===== src/rtl/memory_access_sequencer_pkg.sv =====
// Shared types for the data-memory access sequencer.
// States, write-enable encoding and load/store funct3 codes.
package memory_access_sequencer_pkg;

  typedef enum logic [2:0] {
    IDLE,
    LOAD_READ,
    LOAD_CAPTURE,
    STORE_PRELOAD,
    STORE_WRITE
  } MemSeqState_t;

  typedef enum logic {
    WE_OFF = 1'b0,
    WE_ON  = 1'b1
  } WriteEnable_t;

  localparam logic [2:0] FUNCT3_B  = 3'b000;
  localparam logic [2:0] FUNCT3_H  = 3'b001;
  localparam logic [2:0] FUNCT3_W  = 3'b010;
  localparam logic [2:0] FUNCT3_BU = 3'b100;
  localparam logic [2:0] FUNCT3_HU = 3'b101;

endpackage


===== src/rtl/memory_access_checker.sv =====
// Combinational legality check for a load/store request.
// Flags illegal funct3, misalignment and out-of-range addresses.
module memory_access_checker
  import memory_access_sequencer_pkg::*;
#(
  parameter int unsigned RAM_A_WIDTH = 12
) (
  input  logic [2:0]  funct3,
  input  logic        isStore,
  input  logic [31:0] address,
  output logic        illegal,
  output logic        misaligned,
  output logic        outOfRange
);

  always_comb begin
    illegal = 1'b0;
    if (isStore) begin
      illegal = funct3 > FUNCT3_W;
    end else begin
      illegal = (funct3 == 3'b011) || (funct3[2:1] == 2'b11);
    end
  end

  always_comb begin
    misaligned = 1'b0;
    unique case (funct3[1:0])
      2'b01:   misaligned = address[0];
      2'b10:   misaligned = |address[1:0];
      default: misaligned = 1'b0;
    endcase
  end

  assign outOfRange = (address >> (RAM_A_WIDTH + 2)) != 32'd0;

endmodule


===== src/rtl/memory_access_sequencer.sv =====
// Data-memory port initiator: one load/store at a time,
// with read-modify-write sequencing for sub-word stores.
module memory_access_sequencer
  import memory_access_sequencer_pkg::*;
#(
  parameter int unsigned RAM_A_WIDTH = 12
) (
  input  logic         clock,
  input  logic         reset,
  input  logic         reqValid,
  output logic         reqReady,
  input  logic         reqIsStore,
  input  logic [2:0]   reqFunct3,
  input  logic [31:0]  reqAddress,
  input  logic [31:0]  reqStoreData,
  output logic [31:0]  loadData,
  output logic         done,
  output logic         fault,
  output logic [2:0]   memFunct3,
  output logic [29:0]  memBackendAddress,
  output logic [1:0]   memOffset,
  output WriteEnable_t memWriteEnable,
  output logic [31:0]  memStoreData,
  input  logic [31:0]  memDataOut
);

  MemSeqState_t state_q, state_d;
  logic [2:0]   funct3_q, funct3_d;
  logic [31:0]  addr_q, addr_d;
  logic [31:0]  data_q, data_d;
  logic [31:0]  load_q, load_d;
  logic         done_q, done_d;
  logic         fault_q, fault_d;
  logic         illegal, misaligned, outOfRange;

  memory_access_checker #(
    .RAM_A_WIDTH(RAM_A_WIDTH)
  ) u_checker (
    .funct3     (reqFunct3),
    .isStore    (reqIsStore),
    .address    (reqAddress),
    .illegal    (illegal),
    .misaligned (misaligned),
    .outOfRange (outOfRange)
  );

  always_comb begin
    state_d  = state_q;
    funct3_d = funct3_q;
    addr_d   = addr_q;
    data_d   = data_q;
    load_d   = load_q;
    done_d   = 1'b0;
    fault_d  = 1'b0;
    unique case (state_q)
      IDLE: begin
        if (reqValid) begin
          funct3_d = reqFunct3;
          addr_d   = reqAddress;
          data_d   = reqStoreData;
          // Faulting requests never leave IDLE, so memory is untouched
          if (illegal || misaligned || outOfRange) begin
            done_d  = 1'b1;
            fault_d = 1'b1;
          end else if (!reqIsStore) begin
            state_d = LOAD_READ;
          end else if (reqFunct3 == FUNCT3_W) begin
            state_d = STORE_WRITE;
          end else begin
            state_d = STORE_PRELOAD;
          end
        end
      end
      LOAD_READ:     state_d = LOAD_CAPTURE;
      LOAD_CAPTURE: begin
        load_d  = memDataOut;
        done_d  = 1'b1;
        state_d = IDLE;
      end
      STORE_PRELOAD: state_d = STORE_WRITE;
      STORE_WRITE: begin
        done_d  = 1'b1;
        state_d = IDLE;
      end
      default:       state_d = IDLE;
    endcase
  end

  always_ff @(posedge clock or negedge reset) begin
    if (!reset) begin
      state_q  <= IDLE;
      funct3_q <= 3'd0;
      addr_q   <= 32'd0;
      data_q   <= 32'd0;
      load_q   <= 32'd0;
      done_q   <= 1'b0;
      fault_q  <= 1'b0;
    end else begin
      state_q  <= state_d;
      funct3_q <= funct3_d;
      addr_q   <= addr_d;
      data_q   <= data_d;
      load_q   <= load_d;
      done_q   <= done_d;
      fault_q  <= fault_d;
    end
  end

  assign reqReady          = state_q == IDLE;
  assign loadData          = load_q;
  assign done              = done_q;
  assign fault             = fault_q;
  assign memFunct3         = funct3_q;
  assign memBackendAddress = addr_q[31:2];
  assign memOffset         = addr_q[1:0];
  assign memStoreData      = data_q;
  assign memWriteEnable    = (state_q == STORE_WRITE) ? WE_ON : WE_OFF;

endmodule


===== config.mk =====
export PLATFORM = sky130hd
export DESIGN_NAME = memory_access_sequencer
export DESIGN_NICKNAME = d
export VERILOG_FILES = /design/src/rtl/memory_access_sequencer_pkg.sv /design/src/rtl/memory_access_checker.sv /design/src/rtl/memory_access_sequencer.sv
export SDC_FILE = /design/constraint.sdc
export NUM_CORES = 1
export LEC_CHECK = 0
export CAP_MARGIN = 15
export CORE_ASPECT_RATIO = 0.7
export CORE_UTILIZATION = 35
export CTS_CLUSTER_DIAMETER = 60
export DETAILED_ROUTE_END_ITERATION = 12
export HOLD_SLACK_MARGIN = 0.1
export PLACE_DENSITY = 0.72
export SLEW_MARGIN = 20
export SYNTH_ARGS = -nofsm -noshare
export SYNTH_HDL_FRONTEND = slang
export SYNTH_SLANG_ARGS = --single-unit

===== constraint.sdc =====
create_clock -name clock -period 2.8 [get_ports clock]
set_input_delay 0.42 -clock clock [delete_from_list [all_inputs] [get_ports clock]]
set_output_delay 0.42 -clock clock [all_outputs]
set_load 0.02 [all_outputs]

==> results_dict.tcl, run 1 <==
set metrics [dict create \
    cts_max_path_buffers 2 \
    r2r_end "addr_q[30]$_DFFE_PN0P_" \
    drive_above_1_share_pct 5.15 \
    drt-initial-drc-count 181 \
    pwr-share-comb_pct 17.2 \
    layout_commonest_cell "clkdlybuf4s50_1" \
    sequentialPowerShare_pct 45.1 \
    path_clk_slew_ns 0.07 \
    post-place-cells 739 \
    path_cells "nor3_2, clkdlybuf4s50_1" \
    rsz0062_at_grt "false" \
    yosys-top-cells-area "dfrtp_1 (64%), nand2_1 (19%), mux2_1 (8.8%)" \
    p_clk_share_pct 37.7 \
    r2r_start "state_q[0]$_DFFE_PN0P_" \
    switchingPower_w 0.000902 \
    grt_pass1_vias 3483 \
    status "finished, final reports clean" \
    vias_per_cell 4.48 \
    hp-class "in -> async" \
    reg2regPathDepth 5 \
    cp-start-kind "register" \
    dieArea_sq_um 12100 \
    tightest_slew_ns 0.627 \
    ant_nets 0 \
    maxCapViolCount 0 \
    met2_usage_pct 29.4 \
    grt.overflow.total 0 \
    max_slew_margin_pct 58.1 \
    swShare_pct 24.9 \
    crit_path_top_delay_cell "clkdlybuf4s50_1" \
    fp-row-count 32 \
    gp_congestion 0.779 \
    antenna_cells 0 \
    crit_fanout 5 \
    cts_hold_buf 0 \
    numCtsBuffers 9 \
    die_width_um 131 \
    grt.total_usage_pct 18.5 \
    ctsHtreeMaxLevel 3 \
    skew_ns 0.00781 \
    finalSetupTns_ns 0 \
    num_vias 3379 \
    ys_seq_area_share_pct 63.6 \
    syn2layout_area_growth_pct 62.9 \
    grt_max_degree 59 \
    ir_worst_vdd_mv 0.309 \
    root_buffer "clkbuf_16" \
    p_leak_nw 3.21 \
    finalHoldViolCount 0 \
    setup_viol 0 \
    grtUsageMet3_pct 6.02 \
    cts_resized 0 \
    wirelength_mm 10.7 \
    criticalPathCategory "reg -> out" \
    ys_warn_count 0 \
    intPower_w 0.00273 \
    arrival_ns 1.79 \
    slowest_delay_ns 0.68 \
    die_y_um 92.4 \
    met1_usage_pct 24.3 \
    portBuffers 205 \
    crit_start "state_q[0]$_DFFE_PN0P_" \
    synth_top_area_cell "dfrtp_1" \
    synthCells 394 \
    fin_crit_ns 2.21 \
    syn_nets 500 \
    r2r_slack_ns 0.91 \
    syn_avg_cell_area_sq_um 10.4 \
    post_cts.repair.setup_buffers 0 \
    num-nets-final 703 \
    yosys.area_share.simple_pct 22.3 \
    dr.pass1.iters 4 \
    wl_per_cell_um 14.2 \
    clk_latency_ns 0.34 \
    fin_crit_sh_pct 78.9 \
    required_ns 2.38 \
    synth-compound-area-share_pct 2.11 \
    nFillCells 906 \
    synthAdderAreaFrac_pct 0.918 \
    synth_top_family_by_area "simple AND/OR/NAND/NOR gates" \
    synth-seq-cells 104 \
    slew_violations 0 \
    ios 206 \
    p_per_area_nw_per_um2 545 \
    antenna_found_initial 0 \
    yosysTopAreaCellShare_pct 63.6 \
    coreArea_sq_um 11200 \
    route.detailed.drc 0 \
    max_freq_mhz 453 \
    yosysUniqueCellTypes 29 \
    synth.mux.area_fraction_pct 8.81 \
    cts_tree "yes" \
    grt_pass1_wl_mm 17.7 \
    start_util_pct 36.5 \
    clock-sinks 104 \
    dp_hpwl_mm 7.92 \
    synth_area_sq_um 4090 \
    finalNonFillerCells 755 \
    synth_xor_area_share_pct 0 \
    grt_busiest_layer "met2" \
    final_cell_mix "clkdlybuf4s50_1 (204), nand2_1 (202), dfrtp_1 (104)" \
    cp-end-kind "output port" \
]
-- cell type report --
class,count,area [sq um],share of cell area (%)
clock inverters,5,86.3,1.30
repair buffers,209,2120,31.8
flip-flops and latches,104,2600,39.1
clock buffers,11,243,3.64
multi-input cells,268,1410,21.1
well taps,153,191,2.87
inverters,5,18.8,0.282
-- cell usage after synthesis, drive strengths merged --
cell type,n
nor3b,2
mux2,32
o2111ai,1
nor4,5
and2,1
ha,3
nand2b,1
and3b,1
nand4,1
o41ai,1
nand2,203
a21bo,1
nand3b,1
a211oi,1
o31ai,1
clkbuf,9
a21oi,1
nor2,3
or3,1
inv,5
o21ai,6
buf,8
nor3,2
dfrtp,104
-- sequential cells by signal, summed over array words and instances, names as in the netlist --
register / cells
memFunct3: 3
memStoreData: 32
fault: 1
state_q: 3
done: 1
addr_q: 32
loadData: 32
-- critical path: cells and delay by family (launching register included) --
kind	cells	cell delay, ns
buffers and inverters	1	0.68
flip-flops	1	0.46
AND/OR/NAND/NOR	1	0.32
-- metal layers --
metal  vias to the layer above  share of wire (%)
li1                       1650                  -
met4                         0                1.1
met5                         -                  0
met1                      1594                 45
met3                         9                7.2
met2                       126                 46
-- power groups by stage --
stage               Clock (W)  Sequential [W]  Combinational [W]
finish                0.00137         0.00164           0.000623
global route          0.00147         0.00165           0.000674
CTS                   0.00141         0.00164           0.000633
detailed placement          0         0.00166           0.000631
global placement            0         0.00166           0.000624
floorplan                   0         0.00177           0.000112
-- cell families (layout without fill, tap and decap cells) --
logic type                 after synthesis  count (layout)
DFF                                    104             104
and+or+nand+nor                        221             221
buffers and inverters                   22             230
AOI/OAI and AO/OA                       12              12
muxes                                   32              32
adders and majority gates                3               3
-- per-stage QoR --
| stage | util [%] | power [W] | cell area, sq um | hold slack [ns] | setup slack, ns |
|---|---|---|---|---|---|
| floorplan | - | 0.00188 | 4090 | 0.124 | 1.18 |
| global placement | 56.5 | 0.00228 | 6330 | 0.457 | 0.512 |
| detailed placement | 56.5 | 0.00229 | 6330 | 0.461 | 0.509 |
| CTS | 59.4 | 0.00368 | 6660 | 0.100 | 0.572 |
| global route | 59.4 | 0.00379 | 6660 | 0.135 | 0.550 |
| finish | 59.4 | 0.00363 | 6660 | 0.0818 | 0.592 |
-- worst max path at each step --
stage | to | slack [ns] | cells past startpoint
3_3_place_gp | done$_DFF_PN0_ | 0.51 | 5
3_5_place_dp | state_q[1]$_DFFE_PN0P_ | 0.51 | 5
4_1_cts | reqReady | 0.57 | 2
6_report | reqReady | 0.59 | 2
5_1_grt | reqReady | 0.55 | 2
2_1_floorplan | state_q[0]$_DFFE_PN0P_ | 1.18 | 4
(Power assumes the default switching activity.)
==> run 2: changes to the inputs <==
--- a/config.mk
+++ b/config.mk
@@ -11,7 +11,7 @@
 export CTS_CLUSTER_DIAMETER = 60
 export DETAILED_ROUTE_END_ITERATION = 12
 export HOLD_SLACK_MARGIN = 0.1
-export PLACE_DENSITY = 0.72
+export PLACE_DENSITY = 0.74
 export SLEW_MARGIN = 20
 export SYNTH_ARGS = -nofsm -noshare
 export SYNTH_HDL_FRONTEND = slang
==> constraint.sdc (replaced) <==
create_clock -name clock -period 2 [get_ports clock]
set_input_delay 0.3 -clock clock [delete_from_list [all_inputs] [get_ports clock]]
set_output_delay 0.3 -clock clock [all_outputs]
set_load 0.02 [all_outputs]
==> run 2 against run 1 <==
Net effect: setup slack lost 0.50 ns; clock power is 39% higher; wire length decreased by 2.4%; power is 40% higher; cell count increased by 1.2%; register-to-register slack got worse by 0.53 ns; sequential share of layout area decreased by 0.61 points; die area stayed put; critical endpoint is now state_q[1]$_DFFE_PN0P_.
==> results_dict.tcl, run 2 (synthesis results as in run 1) <==
set metrics [dict create \
    route.detailed.drc 0 \
    grt.total_usage_pct 18.3 \
    status "finished, final reports clean" \
    hp-class "in -> async" \
    dr.pass1.iters 4 \
    max_slew_margin_pct 70.2 \
    crit_fanout 3 \
    fin_crit_sh_pct 95.3 \
    grt.overflow.total 0 \
    cts_max_path_buffers 2 \
    die_y_um 92.4 \
    drt-initial-drc-count 118 \
    num_vias 3422 \
    tightest_slew_ns 0.442 \
    arrival_ns 2.15 \
    syn2layout_area_growth_pct 65.5 \
    dieArea_sq_um 12100 \
    postLayoutCellArea_sq_um 6770 \
    antenna_cells 0 \
    p_leak_nw 3.25 \
    post_cts.repair.setup_buffers 0 \
    vias_per_cell 4.48 \
    cts_tree "yes" \
    cp_top_family "simple AND/OR/NAND/NOR gates" \
    ir_worst_vdd_mv 0.490 \
    portBuffers 205 \
    finalHoldViolCount 0 \
    fin_ws_ns 0.0932 \
    pre_cts_ws_ns -0.241 \
    drive_above_1_share_pct 6.55 \
    skew_ns 0.00429 \
    postPlaceCellArea_sq_um 6430 \
    grt_max_degree 56 \
    ctsHtreeMaxLevel 3 \
    clock-sinks 104 \
    path_cells "clkdlybuf4s50_1, nor4_2, buf_4, nand4_1, or3_4, o31ai_2" \
    num-nets-final 712 \
    ios 206 \
    wl_per_cell_um 13.7 \
    crit_path_top_delay_cell "or3_4" \
    start_util_pct 36.5 \
    max_freq_mhz 524 \
    nFillCells 943 \
    die_width_um 131 \
    required_ns 2.24 \
    utilization_pct 60.4 \
    worst-path-buf-inv 2 \
    multiInputGateArea_sq_um 1410 \
    setup_viol 0 \
    path_clk_slew_ns 0.07 \
    seq_area_sq_um 2600 \
    gp_congestion 0.846 \
    rsz0062_at_grt "false" \
    fin_crit_ns 1.91 \
    final_cell_mix "nand2_1 (202), clkdlybuf4s50_1 (202), dfrtp_1 (104)" \
    cp-end-kind "register" \
    grt_pass1_vias 3501 \
    grt_pass1_wl_mm 17.5 \
    antenna_found_initial 0 \
    slowest_delay_ns 0.46 \
    cp-start-kind "input pin" \
    r2r_slack_ns 0.38 \
    criticalPathCategory "in -> reg" \
    wirelength_mm 10.5 \
    maxCapViolCount 0 \
    numCtsBuffers 9 \
    root_buffer "clkbuf_16" \
    slew_violations 0 \
    dp_hpwl_mm 7.96 \
    coreArea_sq_um 11200 \
    clk_latency_ns 0.34 \
    p_per_area_nw_per_um2 750 \
    fp-row-count 32 \
    ant_nets 0 \
]
==> run 2: cell count changes in the layout (fill, tap and decap cells not counted), sizes merged <==
cell,delta
clkinvlp,+3
dlygate4sd3,+1
clkdlybuf4s50,-2
clkinv,-1
dlygate4sd2,+2
buf,+8
clkbuf,-1
inv,-1
==> run 2: power by group <==
part	leakage (nW)	internal (W)	switching, W	total, W
logic	1.77	0.000465	0.000423	0.000889
clock network	0.151	0.00114	0.000766	0.00190
registers	1.33	0.00222	0.0000629	0.00229
total	3.25	0.00382	0.00125	0.00508
==> run 2: cell type report <==
class / instances / area share [%]
clock buffer: 10 / 3.53
clock inverter: 6 / 1.35
inverter: 5 / 0.277
multi-input combinational: 268 / 20.8
sequential: 104 / 38.4
tap: 153 / 2.83
timing repair buffer: 218 / 32.8
==> run 2: metal layers <==
layer  up-vias  GRT usage (%)  share of wire [%]
met5         -              0                  0
met4         0           4.80                1.2
met3        13           5.64                7.3
met2       134           29.7                 46
met1      1597           23.8                 45
li1       1678              -                  -
==> run 2: per-stage QoR <==
step	TNS [ns]	cells	hold WS, ns	power, W
after floorplan	0	394	0.00441	0.00264
after global placement	-0.853	747	0.234	0.00321
after detailed placement	-0.854	747	0.239	0.00322
after CTS	0	764	0.423	0.00515
after global routing	0	764	0.441	0.00531
final	0	764	0.414	0.00508
==> run 2: worst paths after layout <==
path | from | to | cells past startpoint
max | reqAddress[19] | state_q[1]$_DFFE_PN0P_ | 6
min | reset | memStoreData[17]$_DFFE_PN0P_ | 2
max reg2reg | state_q[0]$_DFFE_PN0P_ | memStoreData[7]$_DFFE_PN0P_ | 5
min reg2reg | addr_q[16]$_DFFE_PN0P_ | addr_q[16]$_DFFE_PN0P_ | 2
max in group asynchronous | reset | addr_q[1]$_DFFE_PN0P_ | 3
min in group clock | addr_q[16]$_DFFE_PN0P_ | addr_q[16]$_DFFE_PN0P_ | 2
==> run 2: what timing repair did <==
item	CTS	global route
setup endpoints to repair	2	0
hold endpoints to repair	21	0
gates resized for setup	2	0
hold buffers	1	0
==> run 3: changes to the inputs <==
--- a/config.mk
+++ b/config.mk
@@ -6,12 +6,15 @@
 export NUM_CORES = 1
 export LEC_CHECK = 0
 export CAP_MARGIN = 15
+export CELL_PAD_IN_SITES_DETAIL_PLACEMENT = 0
+export CELL_PAD_IN_SITES_GLOBAL_PLACEMENT = 1
 export CORE_ASPECT_RATIO = 0.7
-export CORE_UTILIZATION = 35
+export CORE_UTILIZATION = 26
 export CTS_CLUSTER_DIAMETER = 60
 export DETAILED_ROUTE_END_ITERATION = 12
+export GPL_ROUTABILITY_DRIVEN = 1
 export HOLD_SLACK_MARGIN = 0.1
-export PLACE_DENSITY = 0.74
+export PLACE_DENSITY_LB_ADDON = 0.1
 export SLEW_MARGIN = 20
 export SYNTH_ARGS = -nofsm -noshare
 export SYNTH_HDL_FRONTEND = slang
==> run 3 against run 2 <==
Net effect: the flow now finishes with violations (design-rule violations); sequential power barely moved; first-iteration DRC count rose by 54%; cell count rose by 6.0%; non-clock buffer count rose by 4; sequential share of layout area fell by 0.51 points; critical path depth did not move; clock skew rose by 0.0038 ns; clock-buffer cell count rose by 1; worst hold slack improved by 0.038 ns; wire length rose by 13%; flip-flop and latch count did not move; critical endpoint is now state_q[0]$_DFFE_PN0P_; largest cell class unchanged.
==> results_dict.tcl, run 3 (synthesis results as in run 1) <==
set metrics [dict create \
    reg2regPathDepth 6 \
    pre_cts_ws_ns -0.177 \
    swShare_pct 24.9 \
    cp-end-kind "register" \
    skew_ns 0.00809 \
    grt.total_usage_pct 15.2 \
    status "complete, but fails checks" \
    route.detailed.drc 32 \
    start_util_pct 27.2 \
    ir_worst_vdd_mv 0.408 \
    p_clk_share_pct 37.4 \
    cp-start-kind "input pin" \
    wirelength_mm 11.9 \
    grt.overflow.total 0 \
    required_ns 2.24 \
    fin_crit_ns 1.83 \
    r2r_slack_ns 0.43 \
    maxCapViolCount 0 \
    postLayoutCellArea_sq_um 6860 \
    grt_pass1_vias 3506 \
    die_width_um 152 \
    finalHoldViolCount 0 \
    dieArea_sq_um 16200 \
    utilization_pct 45.6 \
    intPower_w 0.00383 \
    clock-sinks 104 \
    violations "design-rule violations" \
    arrival_ns 2.07 \
    finalSetupTns_ns 0 \
    p_per_area_nw_per_um2 742 \
    postPlaceCellArea_sq_um 6530 \
    tightest_slew_ns 0.463 \
    ctsHtreeMaxLevel 3 \
    pwr-share-comb_pct 17.7 \
    max_freq_mhz 547 \
    num-nets-final 716 \
    p_leak_nw 3.28 \
    wl_per_cell_um 14.7 \
    crit_start "reqAddress[19]" \
    drive_above_1_share_pct 6.99 \
    r2r_end "addr_q[25]$_DFFE_PN0P_" \
    rsz0062_at_grt "false" \
    switchingPower_w 0.00127 \
    die_y_um 107 \
    fin_ws_ns 0.171 \
    post_cts.repair.setup_buffers 0 \
    num_vias 3421 \
    grt_pass1_wl_mm 19.2 \
    slew_violations 0 \
    drt-initial-drc-count 182 \
    portBuffers 205 \
    cts_max_path_buffers 2 \
    antenna_found_initial 0 \
    total_power_w 0.00509 \
    grt_max_degree 47 \
    sequentialPowerShare_pct 44.9 \
    syn2layout_area_growth_pct 67.8 \
    path_clk_slew_ns 0.07 \
    cts_tree "yes" \
    gp_congestion 0.735 \
    vias_per_cell 4.22 \
    final_cell_mix "nand2_1 (202), clkdlybuf4s50_1 (202), dfrtp_1 (104)" \
    fp-row-count 37 \
    dr.pass1.iters 8 \
    dp_hpwl_mm 8.81 \
    numCtsBuffers 9 \
    root_buffer "clkbuf_16" \
    fin_crit_sh_pct 91.5 \
    antenna_cells 0 \
    max_slew_margin_pct 69.1 \
    r2r_start "state_q[0]$_DFFE_PN0P_" \
    hp-class "in -> async" \
    coreArea_sq_um 15000 \
    crit_fanout 3 \
    clk_latency_ns 0.34 \
    ant_nets 0 \
    setup_viol 0 \
    ios 206 \
    criticalPathCategory "in -> reg" \
]
==> run 3: power by group through the flow <==
| stage | Sequential (W) | Clock (W) | Combinational, W |
|---|---|---|---|
| finish | 0.00229 | 0.00190 | 0.000901 |
| global route | 0.00230 | 0.00206 | 0.000977 |
| CTS | 0.00229 | 0.00198 | 0.000920 |
| detailed placement | 0.00233 | 0 | 0.000915 |
| global placement | 0.00232 | 0 | 0.000912 |
| floorplan | 0.00248 | 0 | 0.000156 |
==> run 3: what timing repair did <==
action,4_1_cts,5_1_grt
gates resized for setup,1,1
setup endpoints to repair,1,1
endpoints found under the hold margin,30,0
hold buffers,1,0
==> run 3: how the worst max path moves through the flow <==
stage	slack, ns	cells after the start	endpoint
3_3_place_gp	-0.10	5	state_q[1]$_DFFE_PN0P_
2_1_floorplan	0.38	4	state_q[0]$_DFFE_PN0P_
6_report	0.17	6	state_q[0]$_DFFE_PN0P_
4_1_cts	0.02	2	reqReady
3_5_place_dp	-0.18	6	state_q[0]$_DFFE_PN0P_
5_1_grt	0.07	6	state_q[0]$_DFFE_PN0P_
==> run 3: cell type report <==
class / instances / area (sq um)
Inverter: 5 / 18.8
Tap cell: 195 / 244
Clock inverter: 5 / 80.1
Multi-Input combinational cell: 268 / 1410
Clock buffer: 11 / 243
Fill cell: 1421 / 8180
Sequential cell: 104 / 2600
Timing Repair Buffer: 222 / 2270
==> run 3: through the flow <==
stage | std cells | hold WS (ns)
6_report | 810 | 0.451
5_1_grt | 810 | 0.480
4_1_cts | 810 | 0.459
3_5_place_dp | 793 | 0.289
3_3_place_gp | 793 | 0.286
2_1_floorplan | 394 | 0.00441
==> run 3: worst max-delay path, cell delays in order <==
cell and delay [ns]:
clkdlybuf4s50_1 0.44, nor4_2 0.30, buf_4 0.17, nand4_1 0.17, or3_4 0.45, nor4_2 0.23
==> run 3: metal layers <==
metal,part of all wire (%),track usage (%),vias to the layer above
met2,44,23.3,128
met3,10,6.22,9
met1,46,20.0,1604
met4,0.73,3.72,0
met5,0,0,-
li1,-,-,1680
